## src/rtl/lod_norm_pipe.sv

```systemverilog
// Two-stage leading/trailing-one detector and normaliser, 2-cycle latency.
// Valid/ready at both ends; a stage loads when it is empty or its successor drains.
module lod_norm_pipe #(
   parameter int W = 12,
   parameter int G = 4
) (
   input  logic                 clk,
   input  logic                 rst_n,
   input  logic                 in_valid,
   output logic                 in_ready,
   input  logic [W-1:0]         frac_i,
   input  logic                 mode_i,
   output logic                 out_valid,
   input  logic                 out_ready,
   output logic [$clog2(W)-1:0] idx_o,
   output logic [W-1:0]         norm_o,
   output logic                 zero_o
);
   localparam int IW  = $clog2(W);
   localparam int NG  = W / G;
   localparam int GIW = (NG > 1) ? $clog2(NG) : 1;
   localparam int BW  = (G > 1) ? $clog2(G) : 1;

   typedef struct packed {
      logic [NG-1:0]  grp_or;
      logic [G-1:0]   grp_bits;
      logic [GIW-1:0] grp_idx;
      logic [W-1:0]   frac;
      logic           mode;
   } s1_t;

   s1_t           s1_d, s1_q;
   logic          s1_vld_q, s2_vld_q;
   logic          adv1, adv2;
   logic [BW-1:0] bit_sel;
   logic [IW-1:0] idx_d, idx_q;
   logic [W-1:0]  norm_d, norm_q;
   logic          zero_d, zero_q;

   assign adv2      = ~s2_vld_q | out_ready;
   assign adv1      = ~s1_vld_q | adv2;
   assign in_ready  = rst_n & adv1;
   assign out_valid = s2_vld_q;
   assign idx_o     = idx_q;
   assign norm_o    = norm_q;
   assign zero_o    = zero_q;

   // Group search: LOD scans upward so the last hit is the highest group, TOD scans downward.
   always_comb begin
      s1_d      = '0;
      s1_d.frac = frac_i;
      s1_d.mode = mode_i;
      for (int g = 0; g < NG; g++) begin
         s1_d.grp_or[g] = |frac_i[g*G +: G];
      end
      for (int g = 0; g < NG; g++) begin
         if (mode_i) begin
            if (s1_d.grp_or[NG-1-g]) s1_d.grp_idx = GIW'(NG-1-g);
         end else if (s1_d.grp_or[g]) begin
            s1_d.grp_idx = GIW'(g);
         end
      end
      for (int g = 0; g < NG; g++) begin
         if (GIW'(g) == s1_d.grp_idx) s1_d.grp_bits = frac_i[g*G +: G];
      end
   end

   always_comb begin
      bit_sel = '0;
      for (int b = 0; b < G; b++) begin
         if (s1_q.mode) begin
            if (s1_q.grp_bits[G-1-b]) bit_sel = BW'(G-1-b);
         end else if (s1_q.grp_bits[b]) begin
            bit_sel = BW'(b);
         end
      end
   end

   always_comb begin
      zero_d = ~|s1_q.grp_or;
      idx_d  = '0;
      norm_d = '0;
      if (!zero_d) begin
         idx_d  = IW'(s1_q.grp_idx) * IW'(G) + IW'(bit_sel);
         norm_d = s1_q.mode ? (s1_q.frac >> idx_d)
                            : (s1_q.frac << (IW'(W-1) - idx_d));
      end
   end

   always_ff @(posedge clk) begin
      if (!rst_n) begin
         s1_vld_q <= 1'b0;
         s2_vld_q <= 1'b0;
         s1_q     <= '0;
         idx_q    <= '0;
         norm_q   <= '0;
         zero_q   <= 1'b0;
      end else begin
         if (adv1) s1_vld_q <= in_valid;
         if (adv1 && in_valid) s1_q <= s1_d;
         if (adv2) s2_vld_q <= s1_vld_q;
         if (adv2 && s1_vld_q) begin
            idx_q  <= idx_d;
            norm_q <= norm_d;
            zero_q <= zero_d;
         end
      end
   end
endmodule

```

## config.mk

```make
export PLATFORM = sky130hd
export DESIGN_NAME = lod_norm_pipe
export DESIGN_NICKNAME = d
export VERILOG_FILES = /design/src/rtl/lod_norm_pipe.sv
export SDC_FILE = /design/constraint.sdc
export NUM_CORES = 1
export LEC_CHECK = 0
export CORE_MARGIN = 1.5
export CORE_UTILIZATION = 58
export DETAILED_ROUTE_END_ITERATION = 6
export PLACE_DENSITY = 0.85
export SETUP_SLACK_MARGIN = 0.5
export SLEW_MARGIN = 25
export SYNTH_ARGS = -nofsm -noshare
export SYNTH_HDL_FRONTEND = slang
export SYNTH_SLANG_ARGS = --single-unit
export TNS_END_PERCENT = 20
```

## constraint.sdc

```tcl
create_clock -name clk -period 5.06 [get_ports clk]
set_input_delay 1.012 -clock clk [delete_from_list [all_inputs] [get_ports clk]]
set_output_delay 1.012 -clock clk [all_outputs]
set_load 0.01 [all_outputs]
```

==> impl_metrics.yaml <==
status:
  status: "completed"
cells_and_area:
  final_area_um2: 2800
  synthToLayoutAreaGrowth_pct: 15.1
  drive_gt1_share_pct: 6.75
  final-seq-area_um2: 821
  diodes: 0
  num-nets-final: 327
  fillers: 341
  multi_input_area_um2: 1430
timing:
  clock.fmax_ghz: 0.279
  worst_pin_slew_ps: 846
  setup_violations: 0
  fin_hold_ws_ps: 462
  layout_setup_ws_ps: 1470
  maxSlewHeadroom_pct: 43.5
  drv_slew: 0
  setup_tns_ps: 0
  hold_violations: 0
  fin_crit_ps: 3590
  fin_crit_sh_pct: 70.9
  rsz0062_at_grt: "false"
  fin_worst_skew_ps: 6.04
cts:
  post-cts-setup-buffers: 0
  cts_resized: 0
  cts_inserted_buffers: 5
  cts_buffer_depth: 2
  cts.htree.levels: 2
  clk_latency_ps: 300
  cts_tree: "yes"
  clock-root-buffer: "clkbuf_8"
  holdBufCountCts: 0
  cts_sinks: 41
  path_clk_slew_ps: 80
yosys:
  synth_top_area_cell: "dfxtp_1"
  ys_top_cells_by_area: "dfxtp_1, nand2_1, a21oi_1, mux4_2, clkbuf_8"
  yosysTopAreaCellShare_pct: 33.8
  netlist_area_um2: 2430
  ys_async_sr_fraction_pct: 0
  yosys_most_used_dff: "dfxtp_1"
  synth_most_common_cell: "nand2_1"
  synthTopCellsByCount: "nand2_1, dfxtp_1, a21oi_1"
  synth_cells: 286
  syn-mean-instance-area_um2: 8.50
  synth.distinct_cells: 56
  ys_seq_area_share_pct: 33.8
  yosys_warnings: 0
  synthesis.nets: 303
  ys_ff_latch: 41
  synth_edf_count: 0
power_and_ir_drop:
  cellPowerDensity_nw_per_um2: 276
  leakagePower_nw: 0.985
  p_total_mw: 0.772
  ir_drop_v: 0.000203
worst_setup_path:
  crit_family: "buffers and inverters"
  r2r_slack_ps: 1940
  crit_slowest_cell: "clkdlybuf4s50_1"
  critPathBufInv: 4
  max_stage_delay_ps: 550
  cp.required_ps: 4050
  regToRegEndpoint: "norm_o[2]"
  rr_startpoint: "s1_q[0]"
  start_kind: "input port"
  worstPathArrival_ps: 2580
  r2r_cells: 6
  worstSetupEndpointType: "output pin"
  cpMostUsedCell: "clkdlybuf4s50_1"
  path_max_fanout: 34
  path_cells: "clkdlybuf4s50_1 > clkinv_1 > buf_4 > a21oi_1 > clkdlybuf4s50_1"
  worst-setup-path-type: "input port to output pin"
routing:
  wire_per_inst_um: 16.7
  final_antenna_net_count: 0
  drc: 0
  vias_per_cell: 6.37
  vias: 2298
  routed_wl_um: 6040
  drt-pass1-iter-count: 5
  drt_iter0_markers: 302
placed_design:
  hpwl_um: 4260
  port_buffers: 35
  post-place-ws_ps: 1480
  placed_cell_area_um2: 2680
  gp_congestion: 0.975
global_route:
  grt_pass1_vias: 2047
  grt_usage_pct: 29.0
  antenna_found_initial: 0
  grt_max_degree: 35
  grt_pass1_wl_um: 9820
  grt-ovfl-total: 0
floorplan:
  io_pins: 36
  start_util_pct: 60.3
  die_w_um: 67.7
  dieArea_um2: 4590
  core.rowCount: 23
  coreArea_um2: 4030
  die_h_um: 67.7
worst_hold_path:
  hp-start: "norm_o[4]"
  whs_endpoint: "norm_o[4]"
  hold_depth: 2
  hold_class: "register to register"
job:
  drv_cap: 0
==> cell families after synthesis <==
kind of cell           Yosys count  synth area share (%)
buffers and inverters           23                  7.57
DFF                             41                  33.8
muxes                           18                  12.1
and+or+nand+nor                117                  22.1
AOI/OAI and AO/OA               87                  24.4
==> worst min-delay path, delay by kind of cell, from the launching register on <==
kind	cells	cell delay, ps
flip-flops	1	330
AND/OR/NAND/NOR	1	50
AO/OA/AOI/OAI	1	50
==> per-stage QoR <==
step           std cells  utilization [%]
6_report             361             69.4
5_1_grt              361             69.4
4_1_cts              361             69.4
3_5_place_dp         353             66.6
3_3_place_gp         353             66.6
2_1_floorplan        286                -
==> layout by cell type (no fill, tap or decap), types with 6 or more instances in the layout <==
cell,count
o21ai_0,11
mux2i_1,7
nor3_1,10
a21oi_1,29
nor2_1,24
a22oi_1,6
nand2_1,53
dfxtp_1,41
clkdlybuf4s50_1,35
==> layout make-up <==
type	instances	area share, %
well taps	50	2.24
repair buffers	36	12.8
flip-flops and latches	41	29.3
inverters	4	0.537
multi-input cells	222	51.0
clock inverters	3	1.65
clock buffers	5	2.46
==> registers in the layout, indices dropped and copies added (netlist names) <==
signal	flops
s1_vld_q	1
s1_q	22
idx_o	4
zero_o	1
norm_o	12
out_valid	1
==> report_power, final <==
part	internal [mW]	switching, mW
Combinational	0.0649	0.0797
Clock	0.148	0.125
Sequential	0.337	0.0182
Total	0.549	0.223
==> routing by layer <==
layer  track usage, %  vias up  wire length (um)
li1                 -     1126                 -
met1             37.6     1057              2620
met2             45.7       99              2870
met3             7.00       16               398
met4             13.0        0               146
met5                0        -                 0
==> worst max path at each step <==
| stage | start | endpoint | slack, ps | cells after the start |
|---|---|---|---|---|
| finish | rst_n | in_ready | 1470 | 5 |
| detailed placement | rst_n | in_ready | 1480 | 5 |
| CTS | rst_n | in_ready | 1480 | 5 |
| global placement | rst_n | in_ready | 1490 | 5 |
| global route | rst_n | in_ready | 1400 | 5 |
| floorplan | frac_i[8] | s1_q[15] | 2400 | 7 |
No activity file was read; power rests on OpenSTA's default activity.
